===== src/rtl/maj_graph_sequencer_pkg.sv =====
// Shared definitions for the majority-graph sequencer.
// Holds sizing constants, the operand select encoding, the node entry
// layout, the FSM state type and the node-count clamp helper.
package maj_seq_pkg;

  localparam int MAX_NODES = 16;
  localparam int SEL_W     = 5;
  localparam int NODE_W    = 3 * (SEL_W + 1);
  localparam int PTR_W     = $clog2(MAX_NODES);
  localparam int LEN_W     = PTR_W + 1;

  localparam logic [SEL_W-1:0] SEL_ZERO  = '0;
  localparam logic [SEL_W-1:0] SEL_X0    = SEL_W'(1);
  localparam logic [SEL_W-1:0] SEL_NODE0 = SEL_W'(8);
  // first select value past the last node; everything from here up is illegal
  localparam logic [SEL_W-1:0] SEL_LIMIT = SEL_W'(8 + MAX_NODES);
  localparam logic [LEN_W-1:0] LEN_MAX   = LEN_W'(MAX_NODES);

  typedef struct packed {
    logic             inv_c;
    logic [SEL_W-1:0] sel_c;
    logic             inv_b;
    logic [SEL_W-1:0] sel_b;
    logic             inv_a;
    logic [SEL_W-1:0] sel_a;
  } node_entry_t;

  typedef enum logic [1:0] {
    IDLE,
    EVAL,
    DONE
  } state_t;

  function automatic logic [LEN_W-1:0] clamp_len(input logic [LEN_W-1:0] l);
    return (l > LEN_MAX) ? LEN_MAX : l;
  endfunction

endpackage


===== src/rtl/maj_graph_sequencer_if.sv =====
// Bus bundle for the majority-graph sequencer.
// cfg_*  : program / node-count writes, accepted while cfg_ready
// in_*   : input vector handshake (in_x bit i = xi)
// out_*  : result handshake carrying out_bit and out_err
// master drives config, input vectors and out_ready; slave is the sequencer.
interface maj_graph_sequencer_if;
  import maj_seq_pkg::*;

  logic              cfg_we;
  logic [PTR_W-1:0]  cfg_addr;
  logic [NODE_W-1:0] cfg_data;
  logic              cfg_len_we;
  logic [LEN_W-1:0]  cfg_len;
  logic              cfg_ready;
  logic              in_valid;
  logic [6:0]        in_x;
  logic              in_ready;
  logic              out_valid;
  logic              out_ready;
  logic              out_bit;
  logic              out_err;

  modport master (
    output cfg_we, cfg_addr, cfg_data, cfg_len_we, cfg_len, in_valid, in_x, out_ready,
    input  cfg_ready, in_ready, out_valid, out_bit, out_err
  );

  modport slave (
    input  cfg_we, cfg_addr, cfg_data, cfg_len_we, cfg_len, in_valid, in_x, out_ready,
    output cfg_ready, in_ready, out_valid, out_bit, out_err
  );

endinterface


===== src/rtl/maj_graph_sequencer_maj3.sv =====
// Shared 3-input majority unit with per-operand inversion.
// a/b/c     : raw operand values
// inv_a/b/c : invert the matching operand before voting
// y         : MAJ(a^inv_a, b^inv_b, c^inv_c)
module maj3_unit (
  input  logic a,
  input  logic b,
  input  logic c,
  input  logic inv_a,
  input  logic inv_b,
  input  logic inv_c,
  output logic y
);

  logic aa, bb, cc;

  assign aa = a ^ inv_a;
  assign bb = b ^ inv_b;
  assign cc = c ^ inv_c;
  assign y  = (aa & bb) | (aa & cc) | (bb & cc);

endmodule


===== src/rtl/maj_graph_sequencer.sv =====
// Time-multiplexed majority-inverter graph evaluator over x0..x6.
// One node of the stored program is evaluated per cycle through a single
// maj3_unit; the last active node's value is returned on the out handshake.
// clk   : clock
// rst_n : asynchronous active-low reset
// bus   : config, input-vector and result signals (slave side)
//
// state | meaning
// IDLE  | accept config writes and the next input vector
// EVAL  | evaluate node ptr, one node per cycle
// DONE  | hold result until out_ready
module maj_graph_sequencer
  import maj_seq_pkg::*;
(
  input  logic                 clk,
  input  logic                 rst_n,
  maj_graph_sequencer_if.slave bus
);

  state_t               state, state_nxt;
  node_entry_t          prog [MAX_NODES];
  node_entry_t          cur;
  logic [LEN_W-1:0]     len, len_eff;
  logic [PTR_W-1:0]     ptr;
  logic [6:0]           x_reg;
  logic [MAX_NODES-1:0] node_val;
  logic                 err, out_bit_q, out_err_q;
  logic [1:0]           op_a, op_b, op_c;
  logic                 fault, maj_out, last, accept;

  // Returns {fault, value}. A node select is only legal if it points strictly
  // backwards; anything else reads 0 so stale node registers never leak out.
  function automatic logic [1:0] fetch(input logic [SEL_W-1:0]     sel,
                                       input logic [6:0]           x,
                                       input logic [MAX_NODES-1:0] nv,
                                       input logic [PTR_W-1:0]     p);
    logic [SEL_W-1:0] k;
    k = sel - SEL_NODE0;
    if (sel == SEL_ZERO)
      fetch = 2'b00;
    else if (sel < SEL_NODE0)
      fetch = {1'b0, x[3'(sel - SEL_X0)]};
    else if ((sel >= SEL_LIMIT) || (k >= SEL_W'(p)))
      fetch = 2'b10;
    else
      fetch = {1'b0, nv[PTR_W'(k)]};
  endfunction

  assign cur   = prog[ptr];
  assign op_a  = fetch(cur.sel_a, x_reg, node_val, ptr);
  assign op_b  = fetch(cur.sel_b, x_reg, node_val, ptr);
  assign op_c  = fetch(cur.sel_c, x_reg, node_val, ptr);
  assign fault = op_a[1] | op_b[1] | op_c[1];

  maj3_unit u_maj3 (
    .a     (op_a[0]),
    .b     (op_b[0]),
    .c     (op_c[0]),
    .inv_a (cur.inv_a),
    .inv_b (cur.inv_b),
    .inv_c (cur.inv_c),
    .y     (maj_out)
  );

  assign last   = ({1'b0, ptr} == (len - 1'b1));
  assign accept = (state == IDLE) && bus.in_valid;
  // a node-count write in the accept cycle governs that same evaluation
  assign len_eff = bus.cfg_len_we ? clamp_len(bus.cfg_len) : len;

  always_ff @(posedge clk or negedge rst_n) begin
    if (!rst_n) state <= IDLE;
    else        state <= state_nxt;
  end

  always_comb begin
    state_nxt     = state;
    bus.in_ready  = 1'b0;
    bus.cfg_ready = 1'b0;
    bus.out_valid = 1'b0;
    case (state)
      IDLE: begin
        bus.in_ready  = 1'b1;
        bus.cfg_ready = 1'b1;
        if (accept) state_nxt = (len_eff == '0) ? DONE : EVAL;
      end
      EVAL: begin
        if (last) state_nxt = DONE;
      end
      DONE: begin
        bus.out_valid = 1'b1;
        if (bus.out_ready) state_nxt = IDLE;
      end
      default: state_nxt = IDLE;
    endcase
  end

  // program memory sits outside the reset domain
  always_ff @(posedge clk) begin
    if ((state == IDLE) && bus.cfg_we)
      prog[bus.cfg_addr] <= node_entry_t'(bus.cfg_data);
  end

  always_ff @(posedge clk or negedge rst_n) begin
    if (!rst_n) begin
      len       <= '0;
      ptr       <= '0;
      x_reg     <= '0;
      node_val  <= '0;
      err       <= 1'b0;
      out_bit_q <= 1'b0;
      out_err_q <= 1'b0;
    end else begin
      case (state)
        IDLE: begin
          if (bus.cfg_len_we) len <= clamp_len(bus.cfg_len);
          if (accept) begin
            x_reg <= bus.in_x;
            ptr   <= '0;
            err   <= 1'b0;
            if (len_eff == '0) begin
              out_bit_q <= 1'b0;
              out_err_q <= 1'b1;
            end
          end
        end
        EVAL: begin
          node_val[ptr] <= maj_out;
          err           <= err | fault;
          if (last) begin
            out_bit_q <= maj_out;
            out_err_q <= err | fault;
          end else begin
            ptr <= ptr + 1'b1;
          end
        end
        default: ;
      endcase
    end
  end

  assign bus.out_bit = out_bit_q;
  assign bus.out_err = out_err_q;

endmodule


===== src/flat_wrapper.sv =====
// flat-port wrapper written by rule: the top's interface ports become plain ports
module maj_graph_sequencer_flat import maj_seq_pkg::*;
  (clk, rst_n, bus_cfg_we, bus_cfg_addr, bus_cfg_data, bus_cfg_len_we, bus_cfg_len, bus_in_valid, bus_in_x, bus_out_ready, bus_cfg_ready, bus_in_ready, bus_out_valid, bus_out_bit, bus_out_err);
  maj_graph_sequencer_if bus_i ();
  input  logic clk;
  input  logic rst_n;
  input wire logic [$bits(bus_i.cfg_we)-1:0] bus_cfg_we;
  input wire logic [$bits(bus_i.cfg_addr)-1:0] bus_cfg_addr;
  input wire logic [$bits(bus_i.cfg_data)-1:0] bus_cfg_data;
  input wire logic [$bits(bus_i.cfg_len_we)-1:0] bus_cfg_len_we;
  input wire logic [$bits(bus_i.cfg_len)-1:0] bus_cfg_len;
  input wire logic [$bits(bus_i.in_valid)-1:0] bus_in_valid;
  input wire logic [$bits(bus_i.in_x)-1:0] bus_in_x;
  input wire logic [$bits(bus_i.out_ready)-1:0] bus_out_ready;
  output wire logic [$bits(bus_i.cfg_ready)-1:0] bus_cfg_ready;
  output wire logic [$bits(bus_i.in_ready)-1:0] bus_in_ready;
  output wire logic [$bits(bus_i.out_valid)-1:0] bus_out_valid;
  output wire logic [$bits(bus_i.out_bit)-1:0] bus_out_bit;
  output wire logic [$bits(bus_i.out_err)-1:0] bus_out_err;
  assign bus_i.cfg_we = bus_cfg_we;
  assign bus_i.cfg_addr = bus_cfg_addr;
  assign bus_i.cfg_data = bus_cfg_data;
  assign bus_i.cfg_len_we = bus_cfg_len_we;
  assign bus_i.cfg_len = bus_cfg_len;
  assign bus_i.in_valid = bus_in_valid;
  assign bus_i.in_x = bus_in_x;
  assign bus_i.out_ready = bus_out_ready;
  assign bus_cfg_ready = bus_i.cfg_ready;
  assign bus_in_ready = bus_i.in_ready;
  assign bus_out_valid = bus_i.out_valid;
  assign bus_out_bit = bus_i.out_bit;
  assign bus_out_err = bus_i.out_err;
  maj_graph_sequencer u_core (.clk(clk), .rst_n(rst_n), .bus(bus_i));
endmodule

===== config.mk =====
export PLATFORM = sky130hd
export DESIGN_NAME = maj_graph_sequencer_flat
export DESIGN_NICKNAME = d
export VERILOG_FILES = /design/src/rtl/maj_graph_sequencer_pkg.sv /design/src/rtl/maj_graph_sequencer_if.sv /design/src/rtl/maj_graph_sequencer_maj3.sv /design/src/rtl/maj_graph_sequencer.sv /design/src/flat_wrapper.sv
export SDC_FILE = /design/constraint.sdc
export NUM_CORES = 1
export LEC_CHECK = 0
export ABC_AREA = 1
export CAP_MARGIN = 40
export CORE_MARGIN = 1
export CORE_UTILIZATION = 65
export CTS_CLUSTER_DIAMETER = 50
export DETAILED_ROUTE_END_ITERATION = 7
export DONT_BUFFER_PORTS = 1
export GPL_TIMING_DRIVEN = 0
export PLACE_DENSITY = 0.79
export RECOVER_POWER = 25
export SLEW_MARGIN = 20
export SYNTH_ARGS = -nofsm -noshare
export SYNTH_HDL_FRONTEND = slang
export SYNTH_SLANG_ARGS = --single-unit

===== constraint.sdc =====
create_clock -name clk -period 5.74 [get_ports clk]
set_clock_uncertainty 0.05 [all_clocks]
set_input_delay 1.148 -clock clk [delete_from_list [all_inputs] [get_ports clk]]
set_output_delay 1.148 -clock clk [all_outputs]
set_load 0.01 [all_outputs]

* Yosys cells after proc, flatten, opt, wreduce, memory -nomap -nowiden
Memory sizes are Yosys's and may differ from the RTL's. Cells that the tools add are included.
Cells by class: equal/unequal tests 8, $add $sub $neg 8, bitwise logic cells 11, mux-type cells 48, reduce and logical (&&, ||, !) cells 17, magnitude comparators 18
Operators by type and width (count):
- $mux W2 | 13
- $logic_not A5 Y1 | 4
- $lt A4 B5 Y1 const B | 4
- $mux W1 | 18
- $bwmux W16 | 1
- $ge A5 B4 Y1 | 3
- $ge A5 B5 Y1 const B | 3
- $lt A5 B4 Y1 const B | 3
- $sub A5 B4 Y5 const B | 3
- $bmux W1 S4 | 3
- $lt A3 B4 Y1 const B | 3
- $mux W5 | 2
- $bmux W1 S3 | 3
- $sub A3 B1 Y3 const B | 3
- $mux W4 | 2
- $pmux W4 S2 | 1
- $ne A2 B2 Y1 const B | 3
- $pmux W1 S2 | 3
- $pmux W2 S3 | 1
- $reduce_and A3 Y1 | 2
- $eq A4 B5 Y1 | 1
- $gt A5 B5 Y1 const B | 1
- $or A1 B1 Y1 | 5
- $sub A5 B1 Y5 const B | 1
- other kinds (14) | 24
Word-level totals: output and inout bits 5, input bits 40, memories kept 1, memory bits (writable) 288, word-level logic and storage cells 119, bits in registers 37
Memory list:
- u_core.prog | words 16, width 18, rd ports 1, clocked after Yosys merged registers in 0, write ports 1, line maj_graph_sequencer.sv:21 | node_entry_t prog [MAX_NODES];

* Longest topological paths before layout
An unclocked memory read counts as a cell.
depth after elaboration 13, gate-level depth with buffers 30, gate-level depth less buffers 25

* Hierarchy
From an unflattened synthesis, not the netlist that was laid out.
Second synthesis, totals: cell total of the unflattened synthesis 1497, area, all modules 14909.3 sq um
By module, submodules not included:
- maj_graph_sequencer | seq. area each 9574.2 sq um, cells an instance 1478, times used 1, area an instance 14836.7 sq um
- maj3_unit | seq. area each 0.0 sq um, cells an instance 19, times used 1, area an instance 72.6 sq um

* Least setup slack after synthesis
Ideal clock, no wire load.
kind register to register, start register u_core.ptr[0], end register u_core.node_val[11], stages on the path, launching flop included 27, setup time 120 ps, path buffers 5, arrival 3074 ps, required time 5570 ps, path slack 2495 ps, period minus slack after synthesis 3245 ps, path through dfrtp_1 -> buf_4 -> inv_2 -> buf_6 -> buf_6 -> buf_6 -> o21ai_1 -> nand2_1 -> nand2_1 -> nand2_1 -> inv_1 -> nand2_1 -> ha_1 -> a21boi_0 -> o21a_1 -> o21a_1 -> nor3_1 -> nand3_1 -> nand2_1 -> nand2_1 -> nand2_1 -> nand2_1 -> nand2_2 -> nand2_4 -> buf_6 -> nand3_1 -> nand2_1
On the way: cells in the longest elaborated chain, start to end 12, elaborated cells between the ends (all ways) 57, those cells by class add/sub (6); order compare (11); mux (24); bitwise (8); reduce/logical (7); memory (1)
RTL lines:
- from (decl) | line maj_graph_sequencer.sv:24 | logic [PTR_W-1:0] ptr;
- from (signal assigned) | line maj_graph_sequencer.sv:133 | ptr <= ptr + 1'b1;
- $mem_v2 Z16 W18
- $sub A5 B4 Y5 | line maj_graph_sequencer.sv:38 | k = sel - SEL_NODE0;
- $bmux W1 S4 / $ge A5 B4 Y1 (equally long branches) | line maj_graph_sequencer.sv:46, maj_graph_sequencer.sv:43
- $mux W1 (implied by the code) / $logic_or A1 B1 Y1 (equally long branches) | line maj_graph_sequencer.sv:46, maj_graph_sequencer.sv:43
- $mux W2 | line maj_graph_sequencer.sv:43 | else if ((sel >= SEL_LIMIT) || (k >= SEL_W'(p)))
- $mux W2 | line maj_graph_sequencer.sv:41 | else if (sel < SEL_NODE0)
- $mux W2 | line maj_graph_sequencer.sv:39 | if (sel == SEL_ZERO)
- $xor A1 B1 Y1 (on tied branches) | line maj_graph_sequencer_maj3.sv:17, maj_graph_sequencer_maj3.sv:18, maj_graph_sequencer_maj3.sv:19
- $and A1 B1 Y1 | line maj_graph_sequencer_maj3.sv:20 | assign y = (aa & bb) | (aa & cc) | (bb & cc);
- $or A1 B1 Y1 (2 in series) | line maj_graph_sequencer_maj3.sv:20
- $bwmux W16 * | line maj_graph_sequencer.sv:127 | node_val[ptr] <= maj_out;
- to (signal, indexed assignment) | line maj_graph_sequencer.sv:127
- to (decl) | line maj_graph_sequencer.sv:26 | logic [MAX_NODES-1:0] node_val;
Mark *: on every way between the ends. The rest lies on a longest branch, timed or not. The select of a mux whose other input is x is not followed. A chain may end at the register's enable or synchronous reset.

* Final worst setup path
start register u_core.ptr[0], end register u_core.node_val[8]
Same word-level chain as after synthesis.

==> impl_metrics.tcl <==
set metrics [dict create \
    grt_max_degree 38 \
    synth_top_area_share_pct 57.9 \
    worstSetupEndpointType "register" \
    largest_register_ffs 288 \
    r2r-start "u_core.ptr[0]$_DFFE_PN0P_" \
    slew_headroom_pct 45.9 \
    synth-main-ff-cell "edfxtp_1" \
    synth_area_leader_cell "edfxtp_1" \
    worst_hold_path_type "in -> async" \
    layout.nets 1564 \
    clkTransAtPathRegs_ns 0.06 \
    dpl_worst_slack_ns 1.64 \
    numClockSinks 325 \
    async_flop_share_pct 11.4 \
    critPathKind "reg -> reg" \
    vdd_drop_max_mv 0.298 \
    vias 11000 \
    synth_area_leaders "edfxtp_1 (58%), nand2_1 (8.7%), dfrtp_1 (6.2%)" \
    final_common_cell "nand2_1" \
    ys_seq_elements 325 \
    area_delta_synth_final_pct 11.9 \
    num_antenna_cells 0 \
    grt_setup_unrepaired "false" \
    grt_pass1_vias 10600 \
    worstMarginPinSlew_ns 0.809 \
    ys_types 46 \
    core-area_sq_um 22600 \
    cts-root-buf "clkbuf_16" \
    port_buffers 0 \
    post-route-period-util_pct 75.1 \
    grt_pass1_wl_mm 60.3 \
    p_per_area_nw_per_um2 282 \
    cp.arrival_ns 4.65 \
    crit_path_start "u_core.ptr[0]$_DFFE_PN0P_" \
    layout-drive-gt1-share_pct 10.7 \
    wl_per_cell_um 21.7 \
    status "completed" \
    setup_tns_ns 0 \
    cap_violations 0 \
    antenna_found_initial 0 \
    critPathSlowestCell "dfrtp_1" \
    layout_setup_ws_ns 1.43 \
    gp_congestion 0.956 \
    viasPerCell 6.11 \
    cts_buffer_depth 3 \
    ios 45 \
    die_area_sq_um 23600 \
    hold_viol 0 \
    crit_family "simple AND/OR/NAND/NOR gates" \
    overflow 0 \
    hold_slack_ns 0.278 \
    post_cts_buffers 0 \
    fp.dieH_um 154 \
    cts_resized 0 \
    r2r_slack_ns 1.43 \
    setup_violations 0 \
    fin_area_sq_um 16700 \
    finalMaxSlewViolations 0 \
    ys_seq_area_share_pct 64.1 \
    cts_made_buffers 35 \
    dpl_cell_area_sq_um 15700 \
    cts_tree "done" \
    path_cells "buf_4 > buf_6 > buf_2 > nor2_1 > nor2_1 > o21ai_0 > nand2_1 > nand2_1 > nand2_1 > inv_1 > nand2_1 > ha_1 > a21boi_0 > o21a_1 > o21a_1 > nor3_1 > nand3_1 > nand2_1 > nand2_1 > nand2_1 > nand3_2 > buf_6 > nand3_1 > nand2_1" \
    critPathLaunchType "register" \
    drtIter0Drc 1503 \
    ant_nets 0 \
    initial_core_util_pct 66.2 \
    avgSynthCellArea_sq_um 10.3 \
    synth_edf_count 288 \
    fmax_ghz 0.232 \
    firstDrtPassIters 5 \
    wl_mm 39.1 \
    path_buf_inv 5 \
    cp_max_fo 10 \
    crit_path_frequent_cell "nand2_1" \
    cp_data_required_time_ns 6.08 \
    route.detailed.drc 0 \
    hpwl_mm 24.7 \
    cts_hold_buf 0 \
    synth_area_sq_um 14900 \
    htreeDepth 2 \
    floorplan.rows 55 \
    die_x_um 154 \
    grt_util_all_layers_pct 34.3 \
    synth_warnings 0 \
    synthCells 1449 \
    finalCriticalPeriod_ns 4.31 \
    insertion_delay_ns 0.53 \
    power.leakage_uw 0.00653 \
    syn_nets 1516 \
    most-common-layout-cells "nand2_1 (346), edfxtp_1 (288), nor2_1 (201)" \
    slowest_delay_ns 0.55 \
]
-- cell families (layout without fill, tap and decap cells) --
kind of cell             count (synthesis)  count (layout)  synth area share (%)
flip-flops                             325             325                  64.1
AND/OR/NAND/NOR                        705             705                  19.6
adder cells (fa/ha/maj)                 27              27                  2.26
buffers and inverters                  168             237                  5.51
AO/OA/AOI/OAI                          216             216                  8.10
XOR/XNOR                                 8               8                 0.469
-- per-layer routing --
layer	up-vias	global-route usage (%)	routed length (um)
li1	5038	-	-
met5	-	0	0
met4	0	15.9	1810
met3	138	5.61	3950
met1	5208	46.9	15000
met2	626	54.5	18400
-- final timing paths --
| path | cells after the start | end |
|---|---|---|
| worst min-delay path | 0 | u_core.node_val[6]$_DFFE_PN0P_ |
| worst min register to register | 2 | u_core.node_val[8]$_DFFE_PN0P_ |
| max in group asynchronous | 0 | u_core.node_val[14]$_DFFE_PN0P_ |
| worst max register to register | 24 | u_core.node_val[8]$_DFFE_PN0P_ |
| worst max-delay path | 24 | u_core.node_val[8]$_DFFE_PN0P_ |
| min in group clk | 2 | u_core.node_val[8]$_DFFE_PN0P_ |
-- through the flow --
step	utilization [%]	std cells	power, uW
floorplan	-	1449	2640
global placement	67.8	1734	2640
detailed placement	69.4	1745	2650
CTS	74.1	1803	4710
global route	74.1	1803	4810
finish	74.1	1803	4720
-- final cells by class --
type | count | area (sq um)
timing repair buffer | 11 | 250
inverter | 103 | 387
tap | 285 | 357
multi-input combinational | 956 | 4670
buffer | 65 | 437
fill | 1466 | 5840
sequential | 325 | 9570
clock buffer | 43 | 906
clock inverter | 15 | 153
-- Yosys cell counts (3+ instances only) --
library cell / instances
nor3_1: 5
nor2_1: 217
o21ai_0: 111
nand2_2: 3
o21a_1: 3
xnor2_1: 6
inv_1: 94
dfrtp_1: 37
buf_6: 13
o21bai_1: 3
edfxtp_1: 288
buf_4: 16
nand3_1: 102
inv_2: 8
a21oi_1: 22
clkbuf_1: 7
nor2_4: 6
nand4_1: 5
nor2_2: 9
a32o_1: 11
ha_1: 27
o21ai_1: 35
nand2_1: 346
a22oi_1: 3
o22ai_1: 19
buf_2: 27
-- where the power goes --
group / internal (uW) / switching (uW) / total, uW
registers: 2580 / 3.73 / 2580
logic: 5.32 / 12.4 / 17.7
clock network: 1220 / 901 / 2120
Note: power is estimated with default switching activity, not from simulation.
